File: src/rtl/div_unit_if.sv
// Handshake between the execute stage and the multi-cycle divider.
interface div_unit_if #(
   parameter int unsigned DATA_W = 32
);
   logic                  signed_div_i;
   logic [DATA_W-1:0]     opdata1_i;
   logic [DATA_W-1:0]     opdata2_i;
   logic                  start_i;
   logic                  annul_i;
   logic [2*DATA_W-1:0]   result_o;
   logic                  ready_o;

   // EX stage side: drives operands and the request, consumes the result
   modport master (
      output signed_div_i, opdata1_i, opdata2_i, start_i, annul_i,
      input  result_o, ready_o
   );

   // Divider side
   modport slave (
      input  signed_div_i, opdata1_i, opdata2_i, start_i, annul_i,
      output result_o, ready_o
   );
endinterface

File: src/rtl/div_unit.sv
// Radix-2 restoring divider for DIV/DIVU: one quotient bit per cycle,
// result {remainder, quotient}, divide-by-zero short-cut and flush annul.
module div_unit #(
   parameter int unsigned DATA_W = 32
) (
   input logic        clk,
   input logic        rst,
   div_unit_if.slave  bus
);

   localparam int unsigned CntW = $clog2(DATA_W + 1);

   typedef enum logic [1:0] {StFree, StByZero, StOn, StEnd} state_e;

   state_e                state_q, state_d;
   logic [CntW-1:0]       cnt_q, cnt_d;
   logic [2*DATA_W:0]     work_q, work_d;
   logic [DATA_W-1:0]     divisor_q, divisor_d;
   logic                  signed_q, signed_d;
   logic                  sign1_q, sign1_d;
   logic                  sign2_q, sign2_d;
   logic [2*DATA_W-1:0]   result_q, result_d;
   logic                  ready_q, ready_d;

   logic [DATA_W-1:0]     mag1, mag2;
   logic [DATA_W-1:0]     quo_fix, rem_fix;
   logic [2*DATA_W+1:0]   shifted;
   logic [DATA_W:0]       diff;
   logic                  trial_ok;

   // Operand magnitudes, trial subtraction and final sign fix-up
   always_comb begin
      mag1 = (bus.signed_div_i && bus.opdata1_i[DATA_W-1]) ? -bus.opdata1_i : bus.opdata1_i;
      mag2 = (bus.signed_div_i && bus.opdata2_i[DATA_W-1]) ? -bus.opdata2_i : bus.opdata2_i;
      shifted  = {work_q, 1'b0};
      // Compare on the full shifted upper part so no borrow bit is needed
      trial_ok = shifted[2*DATA_W+1:DATA_W] >= {2'b00, divisor_q};
      diff     = shifted[2*DATA_W:DATA_W] - {1'b0, divisor_q};
      quo_fix  = (signed_q && (sign1_q ^ sign2_q)) ? -work_q[DATA_W-1:0] : work_q[DATA_W-1:0];
      rem_fix  = (signed_q && sign1_q) ? -work_q[2*DATA_W-1:DATA_W]
                                       : work_q[2*DATA_W-1:DATA_W];
   end

   // Next-state and datapath update
   always_comb begin
      state_d   = state_q;
      cnt_d     = cnt_q;
      work_d    = work_q;
      divisor_d = divisor_q;
      signed_d  = signed_q;
      sign1_d   = sign1_q;
      sign2_d   = sign2_q;
      result_d  = result_q;
      ready_d   = ready_q;
      unique case (state_q)
         StFree: begin
            result_d = '0;
            ready_d  = 1'b0;
            if (bus.start_i && !bus.annul_i) begin
               if (bus.opdata2_i == '0) begin
                  state_d = StByZero;
               end else begin
                  state_d   = StOn;
                  divisor_d = mag2;
                  signed_d  = bus.signed_div_i;
                  sign1_d   = bus.opdata1_i[DATA_W-1];
                  sign2_d   = bus.opdata2_i[DATA_W-1];
                  cnt_d     = '0;
                  work_d    = {{(DATA_W + 1){1'b0}}, mag1};
               end
            end
         end
         StByZero: begin
            state_d  = StEnd;
            result_d = '0;
            ready_d  = 1'b1;
         end
         StOn: begin
            if (bus.annul_i) begin
               state_d  = StFree;
               cnt_d    = '0;
               result_d = '0;
               ready_d  = 1'b0;
            end else if (cnt_q != CntW'(DATA_W)) begin
               work_d = trial_ok ? {diff, shifted[DATA_W-1:1], 1'b1} : shifted[2*DATA_W:0];
               cnt_d  = cnt_q + 1'b1;
            end else begin
               state_d  = StEnd;
               result_d = {rem_fix, quo_fix};
               ready_d  = 1'b1;
            end
         end
         StEnd: begin
            // Annul is ignored here: the result has already been produced
            if (!bus.start_i) begin
               state_d  = StFree;
               result_d = '0;
               ready_d  = 1'b0;
            end
         end
         default: state_d = StFree;
      endcase
   end

   // State register with synchronous reset
   always_ff @(posedge clk) begin
      if (rst) begin
         state_q   <= StFree;
         cnt_q     <= '0;
         work_q    <= '0;
         divisor_q <= '0;
         signed_q  <= 1'b0;
         sign1_q   <= 1'b0;
         sign2_q   <= 1'b0;
         result_q  <= '0;
         ready_q   <= 1'b0;
      end else begin
         state_q   <= state_d;
         cnt_q     <= cnt_d;
         work_q    <= work_d;
         divisor_q <= divisor_d;
         signed_q  <= signed_d;
         sign1_q   <= sign1_d;
         sign2_q   <= sign2_d;
         result_q  <= result_d;
         ready_q   <= ready_d;
      end
   end

   assign bus.result_o = result_q;
   assign bus.ready_o  = ready_q;

endmodule
File: src/flat_wrapper.sv
// flat-port wrapper written by rule: the top's interface ports become plain ports
module div_unit_flat 
#(
   parameter int unsigned DATA_W = 32
)
  (clk, rst, bus_signed_div_i, bus_opdata1_i, bus_opdata2_i, bus_start_i, bus_annul_i, bus_result_o, bus_ready_o);
  div_unit_if #(.DATA_W(DATA_W)) bus_i ();
  input logic clk;
  input logic rst;
  input wire logic [$bits(bus_i.signed_div_i)-1:0] bus_signed_div_i;
  input wire logic [$bits(bus_i.opdata1_i)-1:0] bus_opdata1_i;
  input wire logic [$bits(bus_i.opdata2_i)-1:0] bus_opdata2_i;
  input wire logic [$bits(bus_i.start_i)-1:0] bus_start_i;
  input wire logic [$bits(bus_i.annul_i)-1:0] bus_annul_i;
  output wire logic [$bits(bus_i.result_o)-1:0] bus_result_o;
  output wire logic [$bits(bus_i.ready_o)-1:0] bus_ready_o;
  assign bus_i.signed_div_i = bus_signed_div_i;
  assign bus_i.opdata1_i = bus_opdata1_i;
  assign bus_i.opdata2_i = bus_opdata2_i;
  assign bus_i.start_i = bus_start_i;
  assign bus_i.annul_i = bus_annul_i;
  assign bus_result_o = bus_i.result_o;
  assign bus_ready_o = bus_i.ready_o;
  div_unit #(.DATA_W(DATA_W)) u_core (.clk(clk), .rst(rst), .bus(bus_i));
endmodule
File: config.mk
export PLATFORM = sky130hd
export DESIGN_NAME = div_unit_flat
export DESIGN_NICKNAME = d
export VERILOG_FILES = /design/src/rtl/div_unit_if.sv /design/src/rtl/div_unit.sv /design/src/flat_wrapper.sv
export SDC_FILE = /design/constraint.sdc
export NUM_CORES = 1
export LEC_CHECK = 0
export BUFFER_PORTS_ARGS = -buffer_cell sky130_fd_sc_hd__buf_4
export CORE_ASPECT_RATIO = 1.5
export CORE_MARGIN = 3
export CORE_UTILIZATION = 30
export CTS_BUF_LIST = sky130_fd_sc_hd__clkbuf_16
export DETAILED_ROUTE_END_ITERATION = 10
export PLACE_DENSITY = 0.58
export SETUP_SLACK_MARGIN = 0.5
export SLEW_MARGIN = 20
export SYNTH_ARGS = -nofsm -noshare
export SYNTH_HDL_FRONTEND = slang
export SYNTH_SLANG_ARGS = --single-unit
File: constraint.sdc
create_clock -name clk -period 3.75 [get_ports clk]
set_input_delay 0.1875 -clock clk [delete_from_list [all_inputs] [get_ports clk]]
set_output_delay 0.1875 -clock clk [all_outputs]
set_load 0.03 [all_outputs]
### After elaboration in Yosys (flattened, before gate mapping)

Cells that the tools add are included.
W data, S select, Z words.

* word-level logic and storage cells: 73
* output and inout port bits: 65
* bits of input ports: 69
* bits in registers: 173

* reduce and logical (&&, ||, !) cells: 15
* add/sub/neg operators: 6
* mux-type cells: 29
* equal/unequal tests: 11
* bitwise gates (word level): 2
* $lt $le $gt $ge: 1

Operators by type and width (number)
* $mux W65: 5
* $mux W64: 3
* $pmux W64 S3: 1
* $pmux W65 S2: 1
* $mux W32: 4
* $neg A32 Y32: 4
* $ge A34 B32 Y1: 1
* $sub A33 B32 Y33: 1
* $logic_not A32 Y1: 1
* $mux W6: 4
* $pmux W6 S2: 1
* $mux W2: 5
* $pmux W2 S4: 1
* $add A6 B1 Y6 const B: 1
* $ne A2 B2 Y1 const B: 3
* $ne A6 B6 Y1 const B: 1
* $reduce_and A3 Y1: 2
* $logic_and A1 B1 Y1: 5
* $reduce_and A5 Y1: 1
* $eq A2 B2 Y1 const B: 2
* $ne A2 B1 Y1 const B: 2
* $pmux W1 S4: 1
* $reduce_and A4 Y1: 1
* $mux W1: 3
* other kinds (10): 10

### Longest topological paths before layout

* depth after elaboration: 6
* mapped depth: 14
* mapped depth without buffers: 12

### Least setup slack after synthesis

No wires, ideal clock.

* path kind: register to register
* start point: register u_core.work_q[31]
* end point: register u_core.work_q[54]
* required time: 3.633 ns
* stages on the path, launching flop included: 15
* setup slack: 0.941 ns
* path buffers: 2
* clock period less this slack: 2.809 ns
* setup time: 0.117 ns
* data arrival time: 2.692 ns
* cells stage by stage: dfxtp_1 > inv_1 > ha_1 > inv_1 > fa_1 > a21o_1 > a31o_2 > a31oi_1 > a31oi_1 > nor2_1 > a31oi_1 > buf_4 > buf_2 > o21ai_0 > o21ai_1

* cells in the longest elaborated chain, start to end: 5
* elaborated cells between the ends (all ways): 6
* classes of those cells: add/sub: 1; order compare: 1; mux: 4

RTL lines
* start: declaration: line div_unit.sv:17 `logic [2*DATA_W:0] work_q, work_d;`
* start signal: assignment: line div_unit.sv:120 `work_q <= work_d;`
* $sub A33 B32 Y33 / $ge A34 B32 Y1 (equally long branches): line div_unit.sv:38, div_unit.sv:37
* $mux W65 (*): line div_unit.sv:85 `work_d = trial_ok ? {diff, shifted[DATA_W-1:1], 1'b1} : shifted[2*DATA_W:0];`
* $mux W65 (*): line div_unit.sv:84 `end else if (cnt_q != CntW'(DATA_W)) begin`
* $mux W65 (*): line div_unit.sv:79 `if (bus.annul_i) begin`
* $pmux W65 S2 (*): line div_unit.sv:55 `unique case (state_q)`

Mark *: on every way between the ends. The rest lies on a longest branch, timed or not. The select of a mux whose other input is x is not followed.
A chain may end at the register's enable or synchronous reset.

### Final worst setup path

* start point: register u_core.work_q[39]
* end point: register u_core.work_q[40]

Same word-level chain as after synthesis.

==> results.py <==
metrics = {
    "power": {
        "max-vdd-ir-drop_uv": 312,
        "cellLeakagePower_uw": 0.00533,
        "power_uw": 6430,
        "power_density_mw_per_mm2": 491,
    },
    "timing": {
        "fin_crit_ps": 3100,
        "setup_tns_ps": 0,
        "fin_crit_sh_pct": 82.6,
        "rsz0062_at_grt": "no",
        "relSlewSlack_pct": 36.7,
        "finalSetupViolations": 0,
        "drv_slew": 0,
        "tightest_slew_ps": 950,
        "fmax_mhz": 323,
        "whs_ps": 28.3,
        "fin_ws_ps": 651,
        "fin_skew_ps": 11.8,
        "hold_viol": 0,
    },
    "die": {
        "die_x_um": 163,
        "core-area_sq_mm": 0.0361,
        "die_area_sq_mm": 0.0391,
        "placementRows": 85,
        "fp.dieH_um": 241,
        "initial_core_util_pct": 30.6,
        "ios": 134,
    },
    "cts": {
        "h-tree-depth": 4,
        "cts_root_buf": "clkbuf_16",
        "clkTransAtPathRegs_ps": 70,
        "cts_tree": "yes",
        "cts_buffers": 17,
        "clkLatencyLatePin_ps": 450,
        "cts.sinks": 173,
        "cts_hold_buf": 0,
        "clockBufferDepth": 2,
    },
    "place": {
        "hpwlAfterDp_mm": 26.7,
        "gp_congestion": 0.927,
        "io_buffers": 133,
        "place_ws_ps": 524,
    },
    "layout": {
        "layout_commonest_cell": "nor2_1",
        "syn2layout_area_growth_pct": 18.8,
        "nets": 1612,
        "diodes": 0,
        "layout-drive-gt1-share_pct": 14.6,
        "final_cell_mix": "nor2_1, dfxtp_1, buf_4",
    },
    "global_routing": {
        "grt_pass1_wl_mm": 53.4,
        "antenna_found_initial": 0,
        "grt_max_degree": 69,
        "grt_pass1_vias": 9880,
        "gr-usage-all-layers_pct": 17.2,
        "gr-total-overflow": 0,
    },
    "setup_path": {
        "crit_required_ps": 4070,
        "path_delay_family": "compound AO/OA/AOI/OAI gates",
        "critical-path-max-stage-delay_ps": 480,
        "crit_type": "reg -> reg",
        "crit_fanout": 8,
        "cp_common_cell": "a31oi_2",
        "cp-end-kind": "flip-flop",
        "crit_buf_inv": 1,
        "crit_chain": "ha_1, nand4_1, nor3_1, a31oi_2, a31oi_2, nor2_2, a31oi_4, buf_4, mux2i_1, o21ai_0",
        "critPathArrivalTime_ps": 3420,
        "start_kind": "flip-flop",
        "crit_slowest_cell": "ha_1",
    },
    "logic_synthesis": {
        "ys_types": 66,
        "synth_xor_area_share_pct": 12.0,
        "synthMuxAreaShare_pct": 4.28,
        "synthArstFlopShare_pct": 0,
        "synth-simple-area-share_pct": 18.7,
        "synthAdderAreaFrac_pct": 4.95,
        "syn-num-nets": 1518,
        "synth_cells": 1406,
        "yosys_most_used_dff": "dfxtp_1",
        "synth_top_family_by_area": "compound AO/OA/AOI/OAI gates",
        "synth_area_leader_cell": "dfxtp_1",
        "yosysWarnings": 0,
        "avgSynthCellArea_sq_um": 7.84,
        "synth_compound_area_share_pct": 23.5,
        "synth_edf_count": 0,
        "synth_top_area_share_pct": 31.4,
        "synth.area.top_cells": "dfxtp_1, xnor2_1, nor2_1",
        "synth_area_sq_mm": 0.0110,
        "ys_seq_elements": 173,
        "yosysSeqAreaShare_pct": 31.4,
    },
    "routing": {
        "routed_wl_mm": 34.3,
        "postRouteAntennaNets": 0,
        "first_iter_violations": 719,
        "drc": 0,
        "drt-pass1-iter-count": 5,
        "viasPerCell": 5.20,
        "avgRoutedWirePerCell_um": 17.2,
        "vias": 10300,
    },
    "min_path": {
        "hold_path_class": "in -> reg",
    },
    "status": {
        "outcome": "complete, no violations",
    },
    "job": {
        "cap_violations": 0,
    },
}
## synthesized netlist by cell type, types with 27 or more instances
cell and instances:
dfxtp_1 173, ha_1 42, inv_1 56, a211oi_1 27, o21ai_0 105, clkbuf_1 67
nand2_1 128, nor2_1 185, a21oi_1 98, a22oi_1 45, xnor2_1 85, mux2i_1 46
xor2_1 66
## tightest hold or removal path, cell delays in order
cell,delay [ps]
buf_4,130
nand2_1,60
a21oi_1,50
## cell type report
| cell class | count | area, sq um |
|---|---|---|
| Tap cell | 478 | 598 |
| Clock inverter | 14 | 129 |
| Clock buffer | 17 | 425 |
| Multi-Input combinational cell | 1093 | 7060 |
| Inverter | 56 | 210 |
| Fill cell | 3758 | 23000 |
| Sequential cell | 173 | 3460 |
| Timing Repair Buffer | 159 | 1220 |
## worst paths after layout
| path | start | endpoint | slack, ps | depth (start not counted) |
|---|---|---|---|---|
| max reg2reg | u_core.work_q[39]$_SDFFE_PP0P_ | u_core.work_q[40]$_SDFFE_PP0P_ | 650 | 10 |
| min reg2reg | u_core.divisor_q[31]$_SDFFE_PP0P_ | u_core.divisor_q[31]$_SDFFE_PP0P_ | 450 | 2 |
| min | bus_opdata2_i[31] | u_core.sign2_q$_SDFFE_PP0P_ | 30 | 3 |
| max | u_core.work_q[39]$_SDFFE_PP0P_ | u_core.work_q[40]$_SDFFE_PP0P_ | 650 | 10 |
## routing by layer
metal  vias up  routed length, um  GRT usage (%)
met3        57               1220           2.49
met5         -                  0              0
li1       5188                  -              -
met2       243              17400           31.1
met4         0               1350           7.85
met1      4856              14300           20.1
## stage by stage
| stage | util, % | cell area (sq um) | instances |
|---|---|---|---|
| final | 36.3 | 13100 | 1990 |
| after global routing | 36.3 | 13100 | 1990 |
| after CTS | 36.3 | 13100 | 1989 |
| after detailed placement | 34.7 | 12500 | 1958 |
| after global placement | 34.7 | 12500 | 1958 |
| after floorplan | - | 11000 | 1406 |
## sequential cells by signal, indices dropped and copies added (netlist names)
name                 flops
u_core.cnt_q             6
u_core.bus.result_o     64
u_core.sign2_q           1
u_core.work_q           65
u_core.signed_q          1
u_core.bus.ready_o       1
u_core.sign1_q           1
u_core.state_q           2
u_core.divisor_q        32
## power breakdown
group	leakage, uW	internal, uW	switching (uW)	total, uW
clock	0.000280	965	767	1730
sequential	0.00140	2000	181	2180
combinational	0.00365	980	1540	2520
total	0.00533	3940	2490	6430
## cells by family after synthesis
group | count (synthesis)
AND/OR/NAND/NOR | 448
AO/OA/AOI/OAI | 404
flip-flops | 173
XOR/XNOR | 151
buffers and inverters | 140
multiplexers | 47
adder cells (fa/ha/maj) | 43
## repair_timing
action,4_1_cts,5_1_grt
resized for setup,0,4
setup endpoints to repair,1,33
pin swaps,0,1
buffers inserted,0,1
cloned,0,0
Power figures use the tool's default switching activity.
